`src/rtl/wb_result_fifo_pkg.sv`:
```
// Shared constants for the Wishbone result FIFO: register offsets, STATUS and
// CONTROL bit positions, and the size of the decoded register window.
package wb_result_fifo_pkg;

    localparam logic [1:0] REG_DATA    = 2'd0;
    localparam logic [1:0] REG_STATUS  = 2'd1;
    localparam logic [1:0] REG_CONTROL = 2'd2;

    localparam int LEVEL_LSB = 0;
    localparam int EMPTY_BIT = 16;
    localparam int FULL_BIT  = 17;
    localparam int OVF_BIT   = 18;

    localparam int FLUSH_BIT   = 0;
    localparam int CLR_OVF_BIT = 1;

    localparam int WINDOW_BYTES = 16;

endpackage

```
`src/rtl/wb_result_fifo_mem.sv`:
```
// Result storage: synchronous word array with a registered head read, plus the
// pointer, level, ready and sticky-overflow bookkeeping.
module result_fifo_mem #(
    parameter int DEPTH_LOG2 = 4
) (
    input  logic                  i_clk,
    input  logic                  i_rst,
    input  logic                  i_pushValid,
    input  logic [31:0]           i_pushData,
    input  logic                  i_pop,
    input  logic                  i_flush,
    input  logic                  i_clrOvf,
    output logic [31:0]           o_rdData,
    output logic [DEPTH_LOG2:0]   o_level,
    output logic                  o_empty,
    output logic                  o_full,
    output logic                  o_overflow,
    output logic                  o_pushReady
);

    localparam int DEPTH = 1 << DEPTH_LOG2;
    localparam logic [DEPTH_LOG2:0] FULL_LEVEL = (DEPTH_LOG2 + 1)'(DEPTH);
    localparam logic [DEPTH_LOG2:0] LEVEL_ONE  = (DEPTH_LOG2 + 1)'(1);
    localparam logic [DEPTH_LOG2-1:0] PTR_ONE  = DEPTH_LOG2'(1);

    logic [31:0]           r_mem [DEPTH];
    logic [DEPTH_LOG2-1:0] r_wrPtr;
    logic [DEPTH_LOG2-1:0] r_rdPtr;
    logic [DEPTH_LOG2:0]   r_level;
    logic                  r_overflow;
    logic                  r_pushReady;
    logic [31:0]           r_rdData;

    logic                  w_full;
    logic                  w_empty;
    logic                  w_pop;
    logic                  w_pushAccept;
    logic                  w_ovfEvent;
    logic [DEPTH_LOG2:0]   w_levelNext;

    assign w_full  = (r_level == FULL_LEVEL);
    assign w_empty = (r_level == '0);
    assign w_pop   = i_pop & ~w_empty;

    // A pop frees a slot in the same cycle, so a full FIFO still accepts the push.
    assign w_pushAccept = i_pushValid & (~w_full | w_pop) & ~i_flush;
    assign w_ovfEvent   = i_pushValid & w_full & ~w_pop & ~i_flush;

    always_comb begin
        w_levelNext = r_level;
        if (i_flush) begin
            w_levelNext = '0;
        end else if (w_pushAccept && !w_pop) begin
            w_levelNext = r_level + LEVEL_ONE;
        end else if (w_pop && !w_pushAccept) begin
            w_levelNext = r_level - LEVEL_ONE;
        end
    end

    always_ff @(posedge i_clk) begin
        if (w_pushAccept) begin
            r_mem[r_wrPtr] <= i_pushData;
        end
    end

    always_ff @(posedge i_clk) begin
        if (i_rst) begin
            r_wrPtr     <= '0;
            r_rdPtr     <= '0;
            r_level     <= '0;
            r_overflow  <= 1'b0;
            r_pushReady <= 1'b1;
            r_rdData    <= '0;
        end else begin
            r_level     <= w_levelNext;
            r_pushReady <= (w_levelNext != FULL_LEVEL);
            if (i_flush) begin
                r_wrPtr <= '0;
                r_rdPtr <= '0;
            end else begin
                if (w_pushAccept) begin
                    r_wrPtr <= r_wrPtr + PTR_ONE;
                end
                if (w_pop) begin
                    r_rdPtr  <= r_rdPtr + PTR_ONE;
                    r_rdData <= r_mem[r_rdPtr];
                end
            end
            // An overflow in the same cycle as a clear request must stay visible.
            if (w_ovfEvent) begin
                r_overflow <= 1'b1;
            end else if (i_clrOvf) begin
                r_overflow <= 1'b0;
            end
        end
    end

    assign o_rdData    = r_rdData;
    assign o_level     = r_level;
    assign o_empty     = w_empty;
    assign o_full      = w_full;
    assign o_overflow  = r_overflow;
    assign o_pushReady = r_pushReady;

endmodule

```
`src/rtl/wb_result_fifo.sv`:
```
// Wishbone classic responder draining counter results: decodes a 16-byte window
// into DATA/STATUS/CONTROL and answers each request with a one-cycle ack or err.
module wb_result_fifo
    import wb_result_fifo_pkg::*;
#(
    parameter logic [31:0] BASE_ADDR  = 32'h0000_3000,
    parameter int          DEPTH_LOG2 = 4
) (
    input  logic                clk_i,
    input  logic                rst_i,
    input  logic [31:0]         addr_i,
    input  logic [31:0]         dat_i,
    output logic [31:0]         dat_o,
    input  logic                we_i,
    input  logic [3:0]          sel_i,
    input  logic                cyc_i,
    input  logic                stb_i,
    input  logic                lock_i,
    input  logic                tagn_i,
    output logic                ack_o,
    output logic                err_o,
    output logic                rty_o,
    input  logic                push_valid_i,
    input  logic [31:0]         push_data_i,
    output logic                push_ready_o,
    output logic [DEPTH_LOG2:0] fifo_level_o
);

    localparam logic [0:0]  ST_IDLE     = 1'b0;
    localparam logic [0:0]  ST_RESP     = 1'b1;
    localparam logic [31:0] WINDOW_MASK = ~(32'(WINDOW_BYTES) - 32'd1);

    logic [0:0]          r_state;
    logic                r_ack;
    logic                r_err;
    logic                r_selData;
    logic [31:0]         r_statusData;

    logic                w_hit;
    logic                w_ack;
    logic                w_err;
    logic                w_pop;
    logic                w_flush;
    logic                w_clrOvf;
    logic                w_isDataRead;
    logic                w_isStatusRead;
    logic [31:0]         w_status;
    logic [31:0]         w_memRdData;
    logic [DEPTH_LOG2:0] w_level;
    logic                w_empty;
    logic                w_full;
    logic                w_overflow;
    logic                w_pushReady;
    logic                w_unused;

    assign w_unused = &{1'b0, lock_i, tagn_i, addr_i[1:0], dat_i[31:2], sel_i[3:1]};

    assign w_hit = cyc_i & stb_i & ((addr_i & WINDOW_MASK) == (BASE_ADDR & WINDOW_MASK));

    // Decoding only in IDLE guarantees one side effect per transaction even if stb_i is held.
    always_comb begin
        w_ack          = 1'b0;
        w_err          = 1'b0;
        w_pop          = 1'b0;
        w_flush        = 1'b0;
        w_clrOvf       = 1'b0;
        w_isDataRead   = 1'b0;
        w_isStatusRead = 1'b0;
        if (r_state == ST_IDLE && w_hit) begin
            case (addr_i[3:2])
                REG_DATA: begin
                    if (we_i || w_empty) begin
                        w_err = 1'b1;
                    end else begin
                        w_ack        = 1'b1;
                        w_pop        = 1'b1;
                        w_isDataRead = 1'b1;
                    end
                end
                REG_STATUS: begin
                    if (we_i) begin
                        w_err = 1'b1;
                    end else begin
                        w_ack          = 1'b1;
                        w_isStatusRead = 1'b1;
                    end
                end
                REG_CONTROL: begin
                    if (!we_i) begin
                        w_err = 1'b1;
                    end else begin
                        w_ack    = 1'b1;
                        w_flush  = sel_i[0] & dat_i[FLUSH_BIT];
                        w_clrOvf = sel_i[0] & dat_i[CLR_OVF_BIT];
                    end
                end
                default: w_err = 1'b1;
            endcase
        end
    end

    always_comb begin
        w_status = '0;
        w_status[LEVEL_LSB +: DEPTH_LOG2 + 1] = w_level;
        w_status[EMPTY_BIT] = w_empty;
        w_status[FULL_BIT]  = w_full;
        w_status[OVF_BIT]   = w_overflow;
    end

    always_ff @(posedge clk_i) begin
        if (rst_i) begin
            r_state      <= ST_IDLE;
            r_ack        <= 1'b0;
            r_err        <= 1'b0;
            r_selData    <= 1'b0;
            r_statusData <= '0;
        end else begin
            r_state      <= (w_ack || w_err) ? ST_RESP : ST_IDLE;
            r_ack        <= w_ack;
            r_err        <= w_err;
            r_selData    <= w_isDataRead;
            r_statusData <= w_isStatusRead ? w_status : 32'd0;
        end
    end

    result_fifo_mem #(
        .DEPTH_LOG2 (DEPTH_LOG2)
    ) u_mem (
        .i_clk       (clk_i),
        .i_rst       (rst_i),
        .i_pushValid (push_valid_i),
        .i_pushData  (push_data_i),
        .i_pop       (w_pop),
        .i_flush     (w_flush),
        .i_clrOvf    (w_clrOvf),
        .o_rdData    (w_memRdData),
        .o_level     (w_level),
        .o_empty     (w_empty),
        .o_full      (w_full),
        .o_overflow  (w_overflow),
        .o_pushReady (w_pushReady)
    );

    // The bus is OR-combined with other slaves, so data must be zero outside an ack.
    assign dat_o        = r_ack ? (r_selData ? w_memRdData : r_statusData) : 32'd0;
    assign ack_o        = r_ack;
    assign err_o        = r_err;
    assign rty_o        = 1'b0;
    assign push_ready_o = w_pushReady;
    assign fifo_level_o = w_level;

endmodule
```
`config.mk`:
```
export PLATFORM = sky130hd
export DESIGN_NAME = wb_result_fifo
export DESIGN_NICKNAME = d
export VERILOG_FILES = /design/src/rtl/wb_result_fifo_pkg.sv /design/src/rtl/wb_result_fifo_mem.sv /design/src/rtl/wb_result_fifo.sv
export SDC_FILE = /design/constraint.sdc
export NUM_CORES = 1
export LEC_CHECK = 0
export ABC_AREA = 0
export CORE_UTILIZATION = 53
export CTS_BUF_LIST = sky130_fd_sc_hd__clkbuf_4 sky130_fd_sc_hd__clkbuf_8
export DETAILED_ROUTE_END_ITERATION = 8
export GPL_TIMING_DRIVEN = 0
export PLACE_DENSITY = 0.78
export REMOVE_ABC_BUFFERS = 1
export SETUP_SLACK_MARGIN = 0.2
export SLEW_MARGIN = 10
export SYNTH_ARGS = -nofsm -noshare
export SYNTH_HDL_FRONTEND = slang
export SYNTH_HIERARCHICAL = 1
export SYNTH_SLANG_ARGS = --single-unit
```
`constraint.sdc`:
```
create_clock -name clk_i -period 11.65 [get_ports clk_i]
set_input_delay 1.7475 -clock clk_i [delete_from_list [all_inputs] [get_ports clk_i]]
set_output_delay 1.7475 -clock clk_i [all_outputs]
set_load 0.03 [all_outputs]
```
==> run metrics <==
Int Power=3.27 mW; clk buf depth=3; part of the power in the clock network=42.1%; CP required=11.97 ns; gpl congestion=0.785; RSZ-0062 raised after global routing=no; FFs w/ async S/R, synth=0%; Levels on crit path=12; Setup crit start=addr_i[8]; status=complete, no violations; initial antenna violation count=3; worst path cell trace=clkdlybuf4s50_1 > nor4b_2 > nand2_1 > nor4_2 > and3_1 > inv_1 > a21oi_2 > nand2_1 > nor3_2 > buf_4 > buf_4 > buf_4; Crit. End Element=flop; YS warnings=6; fin nets=roughly 1400; cts hold-fix bufs=0; clk sinks=571; Resize count post-CTS=0; Residual DRC=0; Post-Syn Area per Cell=slightly above 20 um^2; sequential fraction of the synthesis area=75.2%; pin count of the biggest net entering global routing=58; H-tree depth=3; CTS buffer count=89; Leak Pwr=around 8.3 nW; most used cell, CP=buf_4; Post-CTS Setup Inserts=0; worst hold slack=roughly 0.46 ns; DRC marker count from the first detailed-route iteration=972; WP buf/inv=5; worst reg2reg endpoint=u_mem/r_mem[0][24]; fin cells=1868; synth unique cells=47; CP arrival=6.04 ns; total gr overflow=0; IO Pins=between 100 and 150; FF-to-FF setup slack=approximately 7.2 ns; post-DP HPWL=29300 um; Worst path max stage delay=0.84 ns; top cell type's share of synthesized area=a little over two thirds; routed vias=11500; switching portion of total power=20.5%; Cells on Worst Hold Path=2; Crit path max-delay family=simple AND/OR/NAND/NOR gates; die area=42400 um^2; Switch Pwr=0.842 mW; Die W=206 um; Total GRT Usage=23.6%; Mapped Area=22000 um^2; Final Cycle Share=49.1%; type of origin of the critical path=primary input; I/O Buffers=110; number of synthesized flops with an enable pin=between 500 and 600; Slew headroom=36.0%; count of final hold-check violations=0; post-synth top area cell=edfxtp_1; reg2reg path depth=11; worst skew pair latency=around 0.64 ns; CTS tree=yes; f_max=0.175 GHz; wire length per cell=25.8 um; Reg clk slew, reported paths=0.06 ns; Die Ht=between 200 and 250 um; cell total after placement=1698; CTS root buf=clkbuf_8; combinational share of power=2.8%; starting density of the core=approximately 54%; top_reg_cell synth=edfxtp_1; vias in the first global route=12000; CP endpoint=u_mem/r_mem[0][24]; Max VDD drop=slightly below 0.00009 V; post-route setup TNS=0 ns; type of the worst min-delay path=flop to flop; Clock Skew=between 0.02 and 0.03 ns; R2R Path Start=r_state; num rows=74; Max-Cap Viols=0; top post-synthesis cells by area=edfxtp_1 70%, mux4_2 13%, dfxtp_1 5.4%; Via density=6.15; Worst-Margin Slew=0.958 ns; Layout area overhead=19.9%; layout cells sized above 1=between 20% and 30%; CP max-delay cell=nor4_2; Period minus WS final=5.72 ns; first-pass GRT wire length=71800 um; Seq pwr share=between 50 and 60%; crit path kind=primary input to flop; Routed WL=around 48000 um; Core ar.=40900 um^2; Pins Over Slew Limit=0; register bit total from synthesis=571; Tot Pwr=slightly above 4 mW; Setup-failing EPs final=0; Post-DRT Antenna Nets=0; drt pass-1 iters=7; pwr dens=156 nW/um^2; Cells after Synth=1072; maximum net fanout on the critical path=12
-- cell usage after synthesis, types with 2 or more instances --
cell,n
clkbuf_1,31
xnor2_1,4
and3_1,33
nor3_2,2
and2_1,2
nand2b_1,5
nor2_1,32
or3b_4,2
and4_1,3
nand2_1,47
edfxtp_1,512
and3_2,3
buf_4,5
xor2_1,5
inv_1,6
buf_2,23
nand4_1,4
nor2b_1,9
mux2i_1,72
a21oi_1,7
ha_1,8
dfxtp_1,59
nor4_2,5
nor4b_2,3
nand3_1,2
mux4_2,128
a21oi_2,2
o221ai_1,32
nor3_1,8
-- routing by layer --
| metal | share of wire [%] | vias up | wire (um) | GRT usage [%] |
|---|---|---|---|---|
| li1 | - | 4808 | - | - |
| met1 | 41 | 5986 | 19800 | 32.6 |
| met2 | 48 | 552 | 23100 | 37.5 |
| met3 | 7.6 | 134 | 3660 | 4.59 |
| met4 | 3.2 | 2 | 1560 | 9.30 |
| met5 | 0.035 | - | 17 | 0 |
-- per-stage QoR --
stage               utilization [%]  instance area [um^2]  setup WS (ns)
floorplan                         -                 21700           5.19
global route                   64.5                 26400           5.79
global placement               57.4                 23500           1.80
CTS                            64.5                 26400           6.06
detailed placement             59.9                 24500           5.44
finish                         64.5                 26400           5.93
-- worst register-to-register path, stage by stage (launching register included) --
cell and delay, ns:
dfxtp_1 0.31, nor4b_2 0.24, nand2_1 0.13, nor4_2 0.84, and3_1 0.45, inv_1 0.16
a21oi_2 0.40, nand2_1 0.33, nor3_2 0.49, buf_4 0.32, buf_4 0.25, buf_4 0.23
-- final cells by class --
cell class                 count  area [um^2]
antenna                        2         5.00
clock inverter                43          322
inverter                       7         27.5
sequential                   571        16600
timing repair buffer         155         1980
tap                          532          666
fill                        2633        14500
clock buffer                 125         1560
multi-input combinational    433         5270
-- sequential cells by signal (all words and copies together), names as in the netlist --
signal and cells:
err_o 1, ack_o 1, u_mem/o_pushReady 1, r_statusData 8, r_selData 1, u_mem/r_rdPtr 4, u_mem/o_overflow 1, u_mem/r_wrPtr 4
u_mem/o_rdData 32, r_state 1, u_mem/o_level 5, u_mem/r_mem 512
-- power by group through the flow --
stage	clock network (mW)	logic, mW	registers, mW
floorplan	0	0.0403	2.30
global placement	0	0.101	2.31
detailed placement	0	0.116	2.30
CTS	1.76	0.117	2.26
global route	1.85	0.125	2.26
finish	1.73	0.117	2.26
-- cells by family (layout without fill, tap and decap cells) --
| family | count (synthesis) | count (layout) | synth area share, % |
|---|---|---|---|
| AO/OA/AOI/OAI | 48 | 48 | 1.86 |
| multiplexers | 201 | 201 | 16.4 |
| XOR/XNOR | 9 | 9 | 0.358 |
| AND/OR/NAND/NOR | 166 | 166 | 4.25 |
| adder cells (fa/ha/maj) | 8 | 8 | 0.455 |
| flip-flops | 571 | 571 | 75.2 |
| buffers and inverters | 68 | 330 | 1.42 |
| other | 1 | 3 | 0.0170 |
-- layout by cell type (no fill, tap or decap), types with 17 or more instances in the layout --
cell type | netlist | routed
edfxtp_1 | 512 | 512
clkdlybuf4s50_1 | 0 | 110
mux4_2 | 128 | 128
mux2i_1 | 72 | 72
o221ai_1 | 32 | 32
nand2_1 | 47 | 46
nor2_1 | 32 | 20
clkbuf_8 | 0 | 100
clkbuf_4 | 0 | 25
dfxtp_1 | 59 | 54
buf_16 | 0 | 21
and3_1 | 33 | 33
clkinv_1 | 0 | 17
-- how the worst min path moves through the flow --
stage	to	startpoint
3_5_place_dp	u_mem/o_rdData[9]	u_mem/o_rdData[9]
2_1_floorplan	u_mem/o_rdData[19]	u_mem/o_rdData[19]
4_1_cts	u_mem/o_rdData[10]	u_mem/o_rdData[10]
5_1_grt	u_mem/o_rdData[10]	u_mem/o_rdData[10]
6_report	u_mem/o_rdData[9]	u_mem/o_rdData[9]
3_3_place_gp	u_mem/o_rdData[19]	u_mem/o_rdData[19]
(Power assumes the default switching activity.)
